`src/rtl/glyph_scan_ctrl.sv`:
```
// glyph_scan_ctrl: walks a ROWS x COLS window of 8x8 text cells in step with
// the VGA pixel stream. It selects the glyph ROM row/cell and serialises the
// 5-pixel glyph row onto pixel_on with zero pixel latency.
// Optional feature macro: GLYPH_HILITE_EN. When it is defined, the cell at
// {hl_row, hl_col} is drawn inverted while hl_on is high.
module glyph_scan_ctrl #(
  parameter logic [9:0] X0   = 10'd200,
  parameter logic [9:0] Y0   = 10'd160,
  parameter int         COLS = 4,
  parameter int         ROWS = 4
) (
  input  logic       clk,
  input  logic       reset,
  input  logic       pix_tick,
  input  logic       video_on,
  input  logic [9:0] pixel_x,
  input  logic [9:0] pixel_y,
  input  logic [4:0] glyph_code,
`ifdef GLYPH_HILITE_EN
  input  logic [2:0] hl_col,
  input  logic [1:0] hl_row,
  input  logic       hl_on,
`endif
  output logic [2:0] rom_row,
  output logic [4:0] glyph_sel,
  output logic       pixel_on,
  output logic       line_done
);

  // The glyph is loaded one pixel early, so its first bit is on screen at X0.
  localparam logic [9:0]  X_START  = X0 - 10'd1;
  localparam logic [10:0] Y_END    = {1'b0, Y0} + 11'(8 * ROWS);
  localparam logic [2:0]  LAST_COL = 3'(COLS - 1);

  typedef enum logic [1:0] {IDLE, SHIFT, GAP} state_t;

  state_t     state;
  logic [4:0] shreg;
  logic [2:0] col;
  logic [2:0] cnt;

  logic [4:0] ypos;
  logic       in_win_y;
  logic [1:0] cell_row;
  logic [2:0] next_col;
  logic       base_on;

  // Window decode and ROM addressing; the ROM answers within the same pixel.
  always_comb begin
    ypos      = pixel_y[4:0] - Y0[4:0];
    in_win_y  = (pixel_y >= Y0) && ({1'b0, pixel_y} < Y_END);
    rom_row   = ypos[2:0];
    cell_row  = ypos[4:3];
    next_col  = (state == IDLE) ? 3'd0 : col + 3'd1;
    glyph_sel = {cell_row, next_col};
  end

  // Foreground output taken straight from the shifter MSB, gated by video_on.
  always_comb begin
    base_on = (state == SHIFT) && shreg[4];
`ifdef GLYPH_HILITE_EN
    if (hl_on && (state != IDLE) && ({cell_row, col} == {hl_row, hl_col})) begin
      base_on = ~base_on;
    end
`endif
    pixel_on = base_on && video_on;
  end

  // Cell sequencer: 5 shift pixels, 3 gap pixels, next glyph loaded on the last gap pixel.
  always_ff @(posedge clk) begin
    if (reset) begin
      state     <= IDLE;
      shreg     <= 5'd0;
      col       <= 3'd0;
      cnt       <= 3'd0;
      line_done <= 1'b0;
    end else begin
      line_done <= 1'b0;
      if (pix_tick) begin
        case (state)
          IDLE: begin
            if ((pixel_x == X_START) && in_win_y) begin
              shreg <= glyph_code;
              col   <= 3'd0;
              cnt   <= 3'd0;
              state <= SHIFT;
            end
          end
          SHIFT: begin
            shreg <= shreg << 1;
            if (cnt == 3'd4) begin
              cnt   <= 3'd0;
              state <= GAP;
            end else begin
              cnt <= cnt + 3'd1;
            end
          end
          GAP: begin
            cnt <= cnt + 3'd1;
            if (cnt == 3'd2) begin
              if (col < LAST_COL) begin
                shreg <= glyph_code;
                col   <= col + 3'd1;
                cnt   <= 3'd0;
                state <= SHIFT;
              end else begin
                state     <= IDLE;
                line_done <= 1'b1;
              end
            end
          end
          default: state <= IDLE;
        endcase
      end
    end
  end

endmodule

```
`config.mk`:
```
export PLATFORM = sky130hd
export DESIGN_NAME = glyph_scan_ctrl
export DESIGN_NICKNAME = d
export VERILOG_FILES = /design/src/rtl/glyph_scan_ctrl.sv
export SDC_FILE = /design/constraint.sdc
export NUM_CORES = 1
export LEC_CHECK = 0
export BUFFER_PORTS_ARGS = -buffer_cell sky130_fd_sc_hd__buf_4
export CORE_ASPECT_RATIO = 1.5
export CORE_MARGIN = 2
export CORE_UTILIZATION = 35
export CTS_CLUSTER_SIZE = 20
export DETAILED_ROUTE_END_ITERATION = 16
export GPL_TIMING_DRIVEN = 0
export PLACE_DENSITY = 0.7
export SETUP_SLACK_MARGIN = 0.05
export SLEW_MARGIN = 20
export SYNTH_ARGS = -nofsm -noshare
export SYNTH_HDL_FRONTEND = slang
export SYNTH_SLANG_ARGS = --single-unit
```
`constraint.sdc`:
```
create_clock -name clk -period 2.2 [get_ports clk]
set_clock_uncertainty 0.05 [all_clocks]
set_input_delay 0 -clock clk [delete_from_list [all_inputs] [get_ports clk]]
set_output_delay 0 -clock clk [all_outputs]
set_load 0.005 [all_outputs]
```
== Word level (Yosys, flattened, before mapping) ==
Cells that the tools add are included.
Cells by class
  $add $sub $neg: 2
  multiply operators: 0
  divide/modulo/power cells: 0
  magnitude comparators: 3
  eq/ne operators: 9
  shift-type cells: 0
  mux-type cells: 19
  bitwise logic cells: 3
  reduce and logical (&&, ||, !) cells: 12
Operator list (number)
  $mux 3: 7
  $mux 5: 3
  $pmux 5 s3: 1
  $eq 10x8->1 const B: 1
  $ge 10x8->1 const B: 1
  $lt 10x8->1 const B: 1
  $reduce_and 5->1: 2
  $pmux 3 s3: 1
  $add 3x1->3 const B: 2
  $mux 2: 3
  $pmux 2 s3: 1
  $pmux 3 s2: 1
  $logic_and 1x1->1: 4
  $ne 2x1->1 const B: 2
  $ne 2x2->1 const B: 2
  $reduce_and 4->1: 1
  $reduce_or 4->1: 1
  $eq 3x2->1 const B: 1
  $eq 3x3->1 const B: 1
  $lt 3x2->1 const B: 1
  $not 1->1: 3
  $reduce_and 3->1: 1
  $reduce_bool 3->1: 1
  $eq 2x1->1 const B: 1
  other kinds (4): 5
Storage, ports and cells
  bits in registers: 14
  bits in latches: 0
  memory bits (writable): 0
  memory bits (read-only): 0
  logic and storage cells: 53
  memories: 0

== Longest topological paths before layout ==
Gate-level depths: netlist of run 1.
  word-level depth: 5
  gate-level depth with buffers: 8

== Least setup slack after synthesis of run 1 ==
OpenSTA, ideal clock, no wires.
  kind: reg2reg
  start: register state[0]
  end: register col[0]
  setup time: 117 ps
  data arrival time: 1671 ps
  required time: 2033 ps
  path slack: 362 ps
  stages on the path, launching flop included: 7
  period minus slack after synthesis: 1838 ps
  cells stage by stage: dfxtp_1 inv_1 ha_1 nor2b_1 a41oi_4 or3_4 a32o_2
Between the ends
  cells in the longest elaborated chain, start to end: 3
  elaborated cells between the ends (all ways): 8
  those cells by class: 4 x eq/ne; 1 x mux; 3 x reduce/logical
Ends and longest elaborated chain
  start, declared: RTL line 37  | state_t state;
  start signal, assigned: RTL line 72  | state <= IDLE;
  start signal, assigned: RTL line 86  | state <= SHIFT;
  start signal, assigned: RTL line 93  | state <= GAP;
  $eq 2x2->1 or $logic_not 2->1 (tied branches): RTL line 80  | case (state)
  $ne 2x2->1 (no source line), or another cell as far along
  $reduce_and 5->1 (no source line)
  end signal, assigned: RTL line 103  | col <= col + 3'd1;
  end, declared: RTL line 39  | logic [2:0] col;
Several ways; a longest one is shown, not always the timed one.
A chain may end at the register's enable or synchronous reset.

== Worst setup path after layout of run 1 ==
  start: register state[0]
  end: register shreg[0]
Between the ends
  cells in the longest elaborated chain, start to end: 3
  elaborated cells between the ends (all ways): 9
  those cells by class: 5 x eq/ne; 1 x mux; 3 x reduce/logical
Ends and longest elaborated chain
  $eq 2x2->1, or another cell as far along: RTL line 80
  $ne 2x2->1 (no source line), or another cell as far along
  $reduce_and 5->1 (no source line)
  end signal, assigned: RTL line 83  | shreg <= glyph_code;
  end signal, assigned: RTL line 90  | shreg <= shreg << 1;
  end signal, assigned: RTL line 102  | shreg <= glyph_code;
  end, declared: RTL line 38  | logic [4:0] shreg;
Several ways; a longest one is shown, not always the timed one.

==> impl_metrics.toml, run 1 <==
[run_status]
status = "finished, final reports clean"

[place]
post-place-ws_ns = 0.155
dp.cells = 178
port_buffers = 33
place.gp.congestion = 0.762
hpwl_um = 1820

[final_layout]
fillers = 265
drive_gt1_share_pct = 37.6
syn_to_final_growth_pct = 38.3
antenna_cells = 0
stdcell_count = 186
fin_nets = 189

[cts]
cts_tree = "done"
numCtsBuffers = 3
htree_num_levels = 1
cts-root-buf = "clkbuf_8"
clock_latency_ns = 0.25
clk_path_buf_depth = 2
cts.sinks = 14
path_clk_slew_ns = 0.05
cts_resized = 0

[synthesis]
synth.area.top_cells = "dfxtp_1 (28%), ha_1 (11%), nor2_1 (4.6%)"
yosysMostFrequentCell = "dfxtp_1"
synthSimpleGateAreaFrac_pct = 25.2
synth_area_leader_cell = "dfxtp_1"
synth_edf_count = 0
synth_area_um2 = 987
synth_ff_type = "dfxtp_1"
synthCells = 108
synth-compound-area-share_pct = 21.5
synth_top_family_by_area = "simple AND/OR/NAND/NOR gates"
syn-num-nets = 146
synth.avg_cell_area_um2 = 9.14
synthArstFlopShare_pct = 0
synth_fa_ha_area_share_pct = 11.4
synthMuxAreaShare_pct = 3.17
synth_xor_area_share_pct = 0.887
synth_warnings = 0
post_synth_num_cell_types = 41
synthTopCellsByCount = "dfxtp_1 (14), nor2_1 (12), inv_1 (11), ha_1 (9)"
ys_seq_elements = 14
netlist.area_leader.share_pct = 28.4
seq_area_frac_synth_pct = 28.4

[drt]
drc = 0
wl_um = 2240
drt_first_pass_iters = 4
wl_per_cell_um = 12.0
via_per_inst = 4.96
vias = 923
ant_nets = 0
drtIter0Drc = 16

[power_and_ir_drop]
seqPwrFrac_pct = 48.3
combPwrFrac_pct = 11.8
vdd_drop_max_uv = 242
p_switching_mw = 0.106
switching_share_pct = 20.2
power_mw = 0.525
p_leak_nw = 0.594
powerDensity_nw_per_um2 = 385
p_int_mw = 0.419
clkPwrFrac_pct = 39.9

[sta]
tns_ns = 0
worstMarginPinSlew_ns = 0.672
hold_viol = 0
period_share_pct = 93.2
setup_viol = 0
max_freq_ghz = 0.488
setup_ws_ns = 0.150
grt_setup_unrepaired = "no"
slew_violations = 0
worst_hold_slack_ns = 0.117
fin_crit_ns = 2.05
slew_headroom_pct = 54.8

[die]
rows = 23
die_area_um2 = 3270
die_height_um = 69.0
start_util_pct = 36.9
fp.dieW_um = 47.4
core-area_um2 = 2680
pin_count = 39

[critical_path]
critPathRequiredTime_ns = 2.34
r2r-start = "state[0]"
reg2reg_depth = 7
startpoint_type = "flip-flop"
rr_endpoint = "shreg[0]"
r2r_slack_ns = 0.15
path_max_fanout = 7
cp_data_arrival_time_ns = 2.19
worstSetupPathType = "flip-flop to flip-flop"
crit_path_start = "state[0]"
crit_end = "shreg[0]"
end_kind = "flip-flop"

[min_path]
hp-start = "pixel_y[2]"
min_path_type = "input port to primary output"

[global_routing]
antenna_found_initial = 0
grt_pass1_wl_um = 3630
grt_overflow_total = 0
grt_pass1_vias = 935
grt_max_degree = 11
track_usage_pct = 14.6

[run]
drv_cap = 0
==> area by class of cell <==
class	instances	area [um2]	area share, %
Tap cell	37	46.3	3.39
Buffer	8	51.3	3.76
Inverter	11	41.3	3.02
Clock buffer	3	41.3	3.02
Multi-Input combinational cell	75	614	45.0
Sequential cell	14	280	20.5
Timing Repair Buffer	38	290	21.3
==> cells in the final DEF (no fill, tap or decap), types with 2 or more instances in the layout <==
| cell | Yosys | final |
|---|---|---|
| a221oi_1 | 4 | 4 |
| dfxtp_1 | 14 | 14 |
| dlygate4sd3_1 | 0 | 2 |
| nand2_1 | 5 | 5 |
| ha_1 | 9 | 9 |
| clkbuf_8 | 0 | 3 |
| nor2b_1 | 3 | 3 |
| o31ai_1 | 5 | 5 |
| inv_1 | 11 | 11 |
| buf_2 | 2 | 2 |
| nor2_1 | 12 | 12 |
| and4bb_2 | 2 | 2 |
| nand2b_1 | 2 | 2 |
| mux2i_1 | 2 | 2 |
| nor3b_1 | 2 | 2 |
| buf_4 | 5 | 41 |
| a21oi_1 | 3 | 3 |
| a31oi_1 | 2 | 2 |
==> registers in the layout, indices dropped and copies added (netlist names) <==
| register | flops |
|---|---|
| shreg | 5 |
| cnt | 3 |
| col | 3 |
| state | 2 |
| line_done | 1 |
==> cell families after synthesis <==
logic type      Yosys count
compound gates           25
simple gates             37
mux                       3
xor+xnor                  1
fa+ha+maj                 9
buf+inv                  19
flops                    14
==> critical path: stages, from the launching register on <==
cell and delay, ns:
dfxtp_1 0.40, inv_1 0.09, ha_1 0.30, nor2b_1 0.22, a41oi_4 0.09, or3_4 0.47
nor4b_2 0.25, a31o_1 0.13
==> worst min path at each step <==
stage	cells after the start	endpoint
after CTS	2	rom_row[2]
after global placement	2	rom_row[2]
final	2	rom_row[2]
after global routing	2	rom_row[2]
after detailed placement	2	rom_row[2]
after floorplan	1	line_done
==> power by group through the flow <==
stage	clock, mW	combinational, mW	sequential, mW
after floorplan	0	0.0183	0.259
after global routing	0.221	0.0662	0.254
final	0.210	0.0619	0.254
after detailed placement	0	0.0611	0.259
after CTS	0.219	0.0626	0.254
after global placement	0	0.0597	0.259
==> repair_timing <==
action | 4_1_cts | 5_1_grt
hold endpoints to repair | 2 | 0
hold buffers | 2 | 0
setup buffers | 0 | 3
setup endpoints to repair | 0 | 2
==> per-layer routing <==
layer / vias to the layer above / global-route usage [%] / wire length [um]
li1: 469 / - / -
met1: 428 / 12.9 / 817
met2: 19 / 28.7 / 1310
met3: 7 / 1.57 / 64
met4: 0 / 6.79 / 43
met5: - / 0 / 0
==> per-stage QoR <==
step                cell area (um2)  util, %
detailed placement             1280     47.9
global route                   1370     51.0
finish                         1370     51.0
global placement               1280     47.9
floorplan                       987        -
CTS                            1340     50.2
No activity file was read; power rests on OpenSTA's default activity.
==> run 2: changes to the inputs <==
==> constraint.sdc (replaced) <==
create_clock -name clk -period 2.2 [get_ports clk]
set_clock_uncertainty 0.05 [all_clocks]
set_input_delay 0.33 -clock clk [delete_from_list [all_inputs] [get_ports clk]]
set_output_delay 0.33 -clock clk [all_outputs]
set_load 0.005 [all_outputs]
==> run 2 against run 1 <==
- sequential power hardly changed
- cell area is 1.5% lower
- critical path type unchanged
- largest cell class unchanged
- global-route usage is 0.20 points lower
- register-to-register slack hardly changed
- combinational power is 3% lower
- critical path depth stayed put
- total power hardly changed
- sequential share of layout area is 0.31 points higher
==> impl_metrics.toml, run 2 (synthesis results as in run 1) <==
[sta]
setup_ws_ns = 0.149
setup_viol = 0
tns_ns = 0
hold_viol = 0
period_share_pct = 93.2
slew_violations = 0
fin_crit_ns = 2.05
max_freq_ghz = 0.487
grt_setup_unrepaired = "no"
worstMarginPinSlew_ns = 0.672
slew_headroom_pct = 54.8

[cts]
cts.sinks = 14
path_clk_slew_ns = 0.05
numCtsBuffers = 3
cts_resized = 0
clk_path_buf_depth = 2
clock_latency_ns = 0.25
htree_num_levels = 1
post-cts-setup-buffers = 0
cts_tree = "done"
cts-hold-fix-buffers = 0
cts-root-buf = "clkbuf_8"

[run_status]
status = "finished, final reports clean"

[power_and_ir_drop]
powerDensity_nw_per_um2 = 390
p_leak_nw = 0.583
vdd_drop_max_uv = 241
power_mw = 0.525

[global_routing]
grt_overflow_total = 0
grt_pass1_vias = 929
grt_pass1_wl_um = 3590
antenna_found_initial = 0
grt_max_degree = 11
track_usage_pct = 14.5

[die]
rows = 23
fp.dieW_um = 47.4
die_height_um = 69.0
die_area_um2 = 3270
pin_count = 39
core-area_um2 = 2680
start_util_pct = 36.9

[final_layout]
largest_reg_flops = 5
largest_registers = "shreg x5, cnt x3, col x3"
final_cell_mix = "buf_4 (41), dfxtp_1 (14), nor2_1 (12)"
fillers = 267
drive_gt1_share_pct = 38.1
seqCellArea_um2 = 280
top_register = "shreg"
final_common_cell = "buf_4"
fin_nets = 187
syn_to_final_growth_pct = 36.2
antenna_cells = 0
multi_input_area_um2 = 614

[place]
hpwl_um = 1820
post-place-ws_ns = 0.155
port_buffers = 33
place.gp.congestion = 0.762

[min_path]
min_path_type = "input port to flip-flop"

[drt]
drtIter0Drc = 12
ant_nets = 0
drc = 0
vias = 910
drt_first_pass_iters = 4
wl_per_cell_um = 12.0
via_per_inst = 4.95
wl_um = 2210

[critical_path]
end_kind = "flip-flop"
cp_data_arrival_time_ns = 2.20
r2r_slack_ns = 0.15
path_max_fanout = 7
reg2reg_depth = 7
r2r-start = "state[0]"
crit_path_start = "state[0]"
startpoint_type = "flip-flop"
rr_endpoint = "shreg[0]"
crit_end = "shreg[0]"
worstSetupPathType = "flip-flop to flip-flop"
critPathRequiredTime_ns = 2.34

[run]
drv_cap = 0
-- run 2: changes by cell type in the layout (fill, tap and decap cells not counted), sizes merged --
cell         before  now
dlygate4sd3       2    0
-- run 2: how the worst min path moves through the flow --
| stage | endpoint | from | cells after the start |
|---|---|---|---|
| 3_5_place_dp | shreg[3] | shreg[3] | 2 |
| 4_1_cts | line_done | reset | 2 |
| 6_report | line_done | reset | 2 |
| 3_3_place_gp | shreg[4] | shreg[4] | 2 |
| 5_1_grt | line_done | reset | 2 |
| 2_1_floorplan | line_done | reset | 1 |
-- run 2: final cells by class --
class | instances | area share, %
Sequential cell | 14 | 20.8
Timing Repair Buffer | 36 | 20.1
Tap cell | 37 | 3.44
Inverter | 11 | 3.07
Clock buffer | 3 | 3.07
Multi-Input combinational cell | 75 | 45.7
Buffer | 8 | 3.81
-- run 2: worst max-delay path, cell delays in order, from the launching register on --
cell and delay [ns]:
dfxtp_1 0.40, inv_1 0.09, ha_1 0.30, nor2b_1 0.22, a41oi_4 0.09, or3_4 0.47, nor4b_2 0.25, a31o_1 0.13
-- run 2: through the flow --
step / hold WS (ns) / cell area, um2 / std cells / util [%]
floorplan: 0.356 / 987 / 108 / -
global placement: 0.410 / 1280 / 178 / 47.9
detailed placement: 0.418 / 1280 / 178 / 47.9
CTS: 0.244 / 1320 / 181 / 49.4
global route: 0.251 / 1350 / 184 / 50.3
finish: 0.246 / 1350 / 184 / 50.3
-- run 2: metal layers --
metal  global-route usage, %  part of all wire (%)  vias up
met5                       0                     0        -
met4                    6.79                   1.8        0
met3                    1.57                   2.8        5
met2                    28.1                    58       19
met1                    12.9                    37      422
li1                        -                     -      464
-- run 2: power by group --
group	total, mW	internal, mW	switching, mW
Combinational	0.0603	0.0430	0.0173
Clock	0.211	0.121	0.0898
Sequential	0.254	0.254	0.00000346
